`config.mk`:
```
export PLATFORM = sky130hd
export DESIGN_NAME = serial_comp_ctrl
export DESIGN_NICKNAME = d
export VERILOG_FILES = /design/src/rtl/serial_comp_pkg.sv /design/src/rtl/serial_comp_ctrl.sv
export SDC_FILE = /design/constraint.sdc
export NUM_CORES = 1
export LEC_CHECK = 0
export CELL_PAD_IN_SITES_DETAIL_PLACEMENT = 1
export CELL_PAD_IN_SITES_GLOBAL_PLACEMENT = 1
export CORE_AREA = 2 2 55 57
export DETAILED_ROUTE_END_ITERATION = 7
export DIE_AREA = 0 0 57 59
export PLACE_DENSITY_LB_ADDON = 0.1
export SYNTH_ARGS = -nofsm -noshare
export SYNTH_HDL_FRONTEND = slang
export SYNTH_SLANG_ARGS = --single-unit
```
`constraint.sdc`:
```
create_clock -name clk -period 2.5 [get_ports clk]
set_clock_uncertainty 0.1 [all_clocks]
set_input_delay 0.375 -clock clk [delete_from_list [all_inputs] [get_ports clk]]
set_output_delay 0.375 -clock clk [all_outputs]
set_load 0.01 [all_outputs]
```
`src/rtl/serial_comp_pkg.sv`:
```
// Shared types and constants for the serial two's-complement sequencer.
package serial_comp_pkg;

  localparam int unsigned COMP_WIDTH = 4;

  localparam logic [COMP_WIDTH-1:0] MIN_NEG = {1'b1, {(COMP_WIDTH-1){1'b0}}};

  typedef enum logic [2:0] {
    IDLE  = 3'd0,
    LOAD  = 3'd1,
    SHIFT = 3'd2,
    CAPT  = 3'd3,
    OUT   = 3'd4
  } state_t;

endpackage

```
`src/rtl/serial_comp_ctrl.sv`:
```
// Sequencer for the serial complementer: accepts a word, drives set/load for one
// cycle, counts WIDTH shift cycles, captures the result and offers it downstream.
module serial_comp_ctrl
  import serial_comp_pkg::*;
#(
  parameter int unsigned WIDTH = COMP_WIDTH,
  parameter int unsigned CNT_W = 3
) (
  input  logic             clk,
  input  logic             rst_n,
  input  logic             in_valid,
  output logic             in_ready,
  input  logic [WIDTH-1:0] in_data,
  output logic             comp_set,
  output logic [WIDTH-1:0] comp_load_sig,
  input  logic [WIDTH-1:0] comp_out_sig,
  output logic             out_valid,
  input  logic             out_ready,
  output logic [WIDTH-1:0] out_data,
  output logic             out_ovf,
  output logic             out_zero,
  output logic             busy
);

  localparam logic [CNT_W-1:0] LAST_SHIFT = CNT_W'(WIDTH - 1);

  state_t           state;
  state_t           state_nxt;
  logic [WIDTH-1:0] data_q;
  logic [CNT_W-1:0] cnt;
  logic             ready_dec;
  logic             valid_dec;
  logic             set_dec;

  always_ff @(posedge clk) begin
    if (!rst_n) begin
      state    <= IDLE;
      cnt      <= '0;
      data_q   <= '0;
      out_data <= '0;
      out_ovf  <= 1'b0;
      out_zero <= 1'b0;
    end else begin
      state <= state_nxt;
      case (state)
        IDLE: begin
          if (in_valid) data_q <= in_data;
        end
        LOAD:  cnt <= '0;
        SHIFT: cnt <= cnt + CNT_W'(1);
        CAPT: begin
          out_data <= comp_out_sig;
          out_ovf  <= (data_q == MIN_NEG);
          out_zero <= (data_q == '0);
        end
        default: ;
      endcase
    end
  end

  always_comb begin
    state_nxt = state;
    ready_dec = 1'b0;
    valid_dec = 1'b0;
    set_dec   = 1'b0;
    case (state)
      IDLE: begin
        ready_dec = 1'b1;
        if (in_valid) state_nxt = LOAD;
      end
      LOAD: begin
        set_dec   = 1'b1;
        state_nxt = SHIFT;
      end
      SHIFT: begin
        if (cnt == LAST_SHIFT) state_nxt = CAPT;
      end
      CAPT: state_nxt = OUT;
      OUT: begin
        valid_dec = 1'b1;
        if (out_ready) state_nxt = IDLE;
      end
      default: state_nxt = IDLE;
    endcase
  end

  // Handshake and set outputs are forced low while reset is asserted, even
  // before the reset edge has returned the state register to IDLE.
  assign in_ready      = rst_n & ready_dec;
  assign out_valid     = rst_n & valid_dec;
  assign comp_set      = rst_n & set_dec;
  assign comp_load_sig = data_q;
  assign busy          = (state != IDLE);

endmodule

```
==> flow_metrics.env <==
export IMPL_status="completed"
export IMPL_synth_avg_cell_area_um2=10.3
export IMPL_synthCells=74
export IMPL_yosys_area_share_adder=0.0329
export IMPL_wl_um=1700
export IMPL_slew_viol_final=0
export IMPL_use_met3=0.0415
export IMPL_worstSetupEndpointType="output port"
export IMPL_grt_max_degree=17
export IMPL_rsz0062_at_grt="false"
export IMPL_synth_compound_area_frac=0.0625
export IMPL_finalSetupViolCount=0
export IMPL_muxShareOfSynthArea=0.145
export IMPL_cts_root_buf="clkbuf_4"
export IMPL_drtIter0Drc=3
export IMPL_dr_pass1_iters=2
export IMPL_arrival_ps=1800
export IMPL_power_switching_uw=139
export IMPL_period_share=0.910
export IMPL_drive_gt1_frac=0.0606
export IMPL_synth_xor_area_share=0.0115
export IMPL_seqPwrFrac=0.511
export IMPL_p_int_uw=422
export IMPL_ys_seq_elements=16
export IMPL_path_max_fanout=13
export IMPL_synthTopCellsByArea="dfxtp_1 42%, mux2i_1 14%, nor2b_1 9.0%, nor4b_1 4.6%, ha_1 3.3%"
export IMPL_place_area_um2=1030
export IMPL_top_usage_layer="met2"
export IMPL_cts_hold_buf=0
export IMPL_cts_buffers=3
export IMPL_nFillCells=331
export IMPL_clock_path_buffers=2
export IMPL_hold_viol=0
export IMPL_p_total_uw=562
export IMPL_diodes=0
export IMPL_reg2reg_from="state[0]$_SDFFE_PN0P_"
export IMPL_crit_start="state[1]$_SDFFE_PN0P_"
export IMPL_ant_nets=0
export IMPL_yosys_area_share_simple=0.288
export IMPL_max_freq_mhz=439
export IMPL_final_area_um2=1070
export IMPL_synth_top_family_by_area="simple AND/OR/NAND/NOR gates"
export IMPL_critPathRequiredTime_ps=2030
export IMPL_swShare=0.248
export IMPL_cpPeakStageDelay_ps=570
export IMPL_htree_levels=1
export IMPL_crit_buf_inv=1
export IMPL_layout_nets=114
export IMPL_grt_overflow_total=0
export IMPL_globalplace_congestion=0.710
export IMPL_design_die_area_um2=3360
export IMPL_grt_util_met1=0.136
export IMPL_endpoint="comp_set"
export IMPL_met2_usage=0.192
export IMPL_rows=19
export IMPL_p_leak_nw=0.422
export IMPL_cp_slowest_cell="clkdlybuf4s50_1"
export IMPL_ys_warn_count=0
export IMPL_cts_repair_resized=0
export IMPL_finalSetupTns_ps=0
export IMPL_max_slew_margin=0.660
export IMPL_ys_types=26
export IMPL_peakVddDrop_v=0.000312
export IMPL_clk_latency_ps=280
export IMPL_layout_min_cycle_time_ps=2280
export IMPL_synth_top_cell_area_share=0.421
export IMPL_start_util=0.281
export IMPL_clock_power_share=0.306
export IMPL_cp_top_family="buffers and inverters"
export IMPL_clk_pin_slew_ps=100
export IMPL_drc=0
export IMPL_grt_pass1_vias=666
export IMPL_die_h_um=59
export IMPL_cts_sinks=16
export IMPL_cp_start_kind="flop"
export IMPL_synthToLayoutAreaGrowth_pct=40.3
export IMPL_p_per_area_nw_per_um2=526
export IMPL_drt_vias_per_instance=4.80
export IMPL_port_buffers=25
export IMPL_synth_nets=88
export IMPL_combinationalPowerShare=0.183
export IMPL_cts_setup_buffers=0
export IMPL_seq_area_frac_synth=0.421
export IMPL_r2r_slack_ps=810
export IMPL_cts_tree="built"
export IMPL_avgRoutedWirePerCell_um=13.1
export IMPL_track_usage=0.117
export IMPL_crit_path_cell_trace="nand2b_1 -> nor3b_1 -> clkdlybuf4s50_1"
export IMPL_yosysTopAreaCell="dfxtp_1"
export IMPL_worst_pin_slew_ps=509
export IMPL_path_depth=3
export IMPL_grt_pass1_wl_um=2970
export IMPL_core_area_um2=2710
export IMPL_vias=624
export IMPL_max_cap_viol_count=0
export IMPL_crit_type="flop to output port"
export IMPL_synthesis_area_um2=761
export IMPL_ff2ff_path_depth=3
export IMPL_die_width_um=57
export IMPL_dp_hpwl_um=1250
export IMPL_antenna_found_initial=0
export IMPL_r2r_end="out_zero$_SDFFE_PN0P_"
export IMPL_io_pins=26
export IMPL_hold_class="flop to flop"
-- worst reg2reg max path, stage by stage (launching register included) --
cell and delay (ps):
dfxtp_1 650, nand3b_1 490, mux2i_1 290, nor2b_1 60
-- metrics by stage --
step | std cells | util | hold slack (ps) | worst slack (ps)
6_report | 130 | 0.394 | 381 | 224
5_1_grt | 130 | 0.394 | 428 | 128
4_1_cts | 130 | 0.394 | 385 | 194
3_5_place_dp | 126 | 0.380 | 370 | 279
3_3_place_gp | 126 | 0.380 | 361 | 324
2_1_floorplan | 74 | - | 348 | 1030
-- power by group through the flow --
stage / combinational, mW / sequential (mW) / clock (mW)
global route: 0.113 / 0.291 / 0.196
finish: 0.103 / 0.287 / 0.172
global placement: 0.102 / 0.294 / 0
floorplan: 0.0602 / 0.286 / 0
CTS: 0.105 / 0.288 / 0.185
detailed placement: 0.104 / 0.294 / 0
-- state kept, by name, indices dropped and copies added (netlist names) --
name / count
comp_load_sig: 4
out_zero: 1
out_ovf: 1
cnt: 3
out_data: 4
state: 3
-- metal layers --
| layer | share of wire | wire length [um] | vias to the layer above |
|---|---|---|---|
| met1 | 0.47 | 808 | 293 |
| li1 | - | - | 312 |
| met5 | 0 | 0 | - |
| met4 | 0.0076 | 13 | 0 |
| met3 | 0.059 | 100 | 2 |
| met2 | 0.46 | 782 | 17 |
-- Yosys cell counts (all sizes together) --
library cell and instances:
a211oi 1, a21boi 2, a21o 1, a21oi 2
and2 1, buf 4, clkbuf 1, dfxtp 16
ha 2, inv 1, mux2i 11, nand2 2
nand2b 2, nand3b 1, nor2 2, nor2b 11
nor3 1, nor3b 3, nor4 1, nor4b 5
nor4bb 1, o31ai 1, or3 1, xnor2 1
-- worst min-delay path by stage --
stage,startpoint,cells after the start,slack (ps),to
after detailed placement,cnt[2]$_SDFFE_PN0P_,2,370,cnt[2]$_SDFFE_PN0P_
after CTS,cnt[2]$_SDFFE_PN0P_,2,390,cnt[2]$_SDFFE_PN0P_
after floorplan,cnt[2]$_SDFFE_PN0P_,2,350,cnt[2]$_SDFFE_PN0P_
final,cnt[2]$_SDFFE_PN0P_,2,380,cnt[2]$_SDFFE_PN0P_
after global placement,cnt[2]$_SDFFE_PN0P_,2,360,cnt[2]$_SDFFE_PN0P_
after global routing,cnt[2]$_SDFFE_PN0P_,2,430,cnt[2]$_SDFFE_PN0P_
-- final cells by class --
| type | count | area (um^2) | share of cell area |
|---|---|---|---|
| multi-input cells | 52 | 410 | 0.385 |
| flip-flops and latches | 16 | 320 | 0.300 |
| well taps | 31 | 38.8 | 0.0363 |
| clock buffers | 4 | 36.3 | 0.0340 |
| inverters | 1 | 3.75 | 0.00352 |
| repair buffers | 26 | 258 | 0.242 |
-- cells by family (layout without fill, tap and decap cells) --
kind of cell,after synthesis,after routing
adders and majority gates,2,2
muxes,11,11
DFF,16,16
AOI/OAI and AO/OA,7,7
xor gates and xnor gates,1,1
and+or+nand+nor,31,31
buffers and inverters,6,31
-- cell usage in the layout (no fill, tap or decap), types with 3 or more instances in the layout --
master / instances
nor4b_1: 4
nor2b_1: 11
clkdlybuf4s50_1: 25
nor3b_1: 3
clkbuf_4: 3
dfxtp_1: 16
mux2i_1: 11
(Power assumes the default switching activity.)
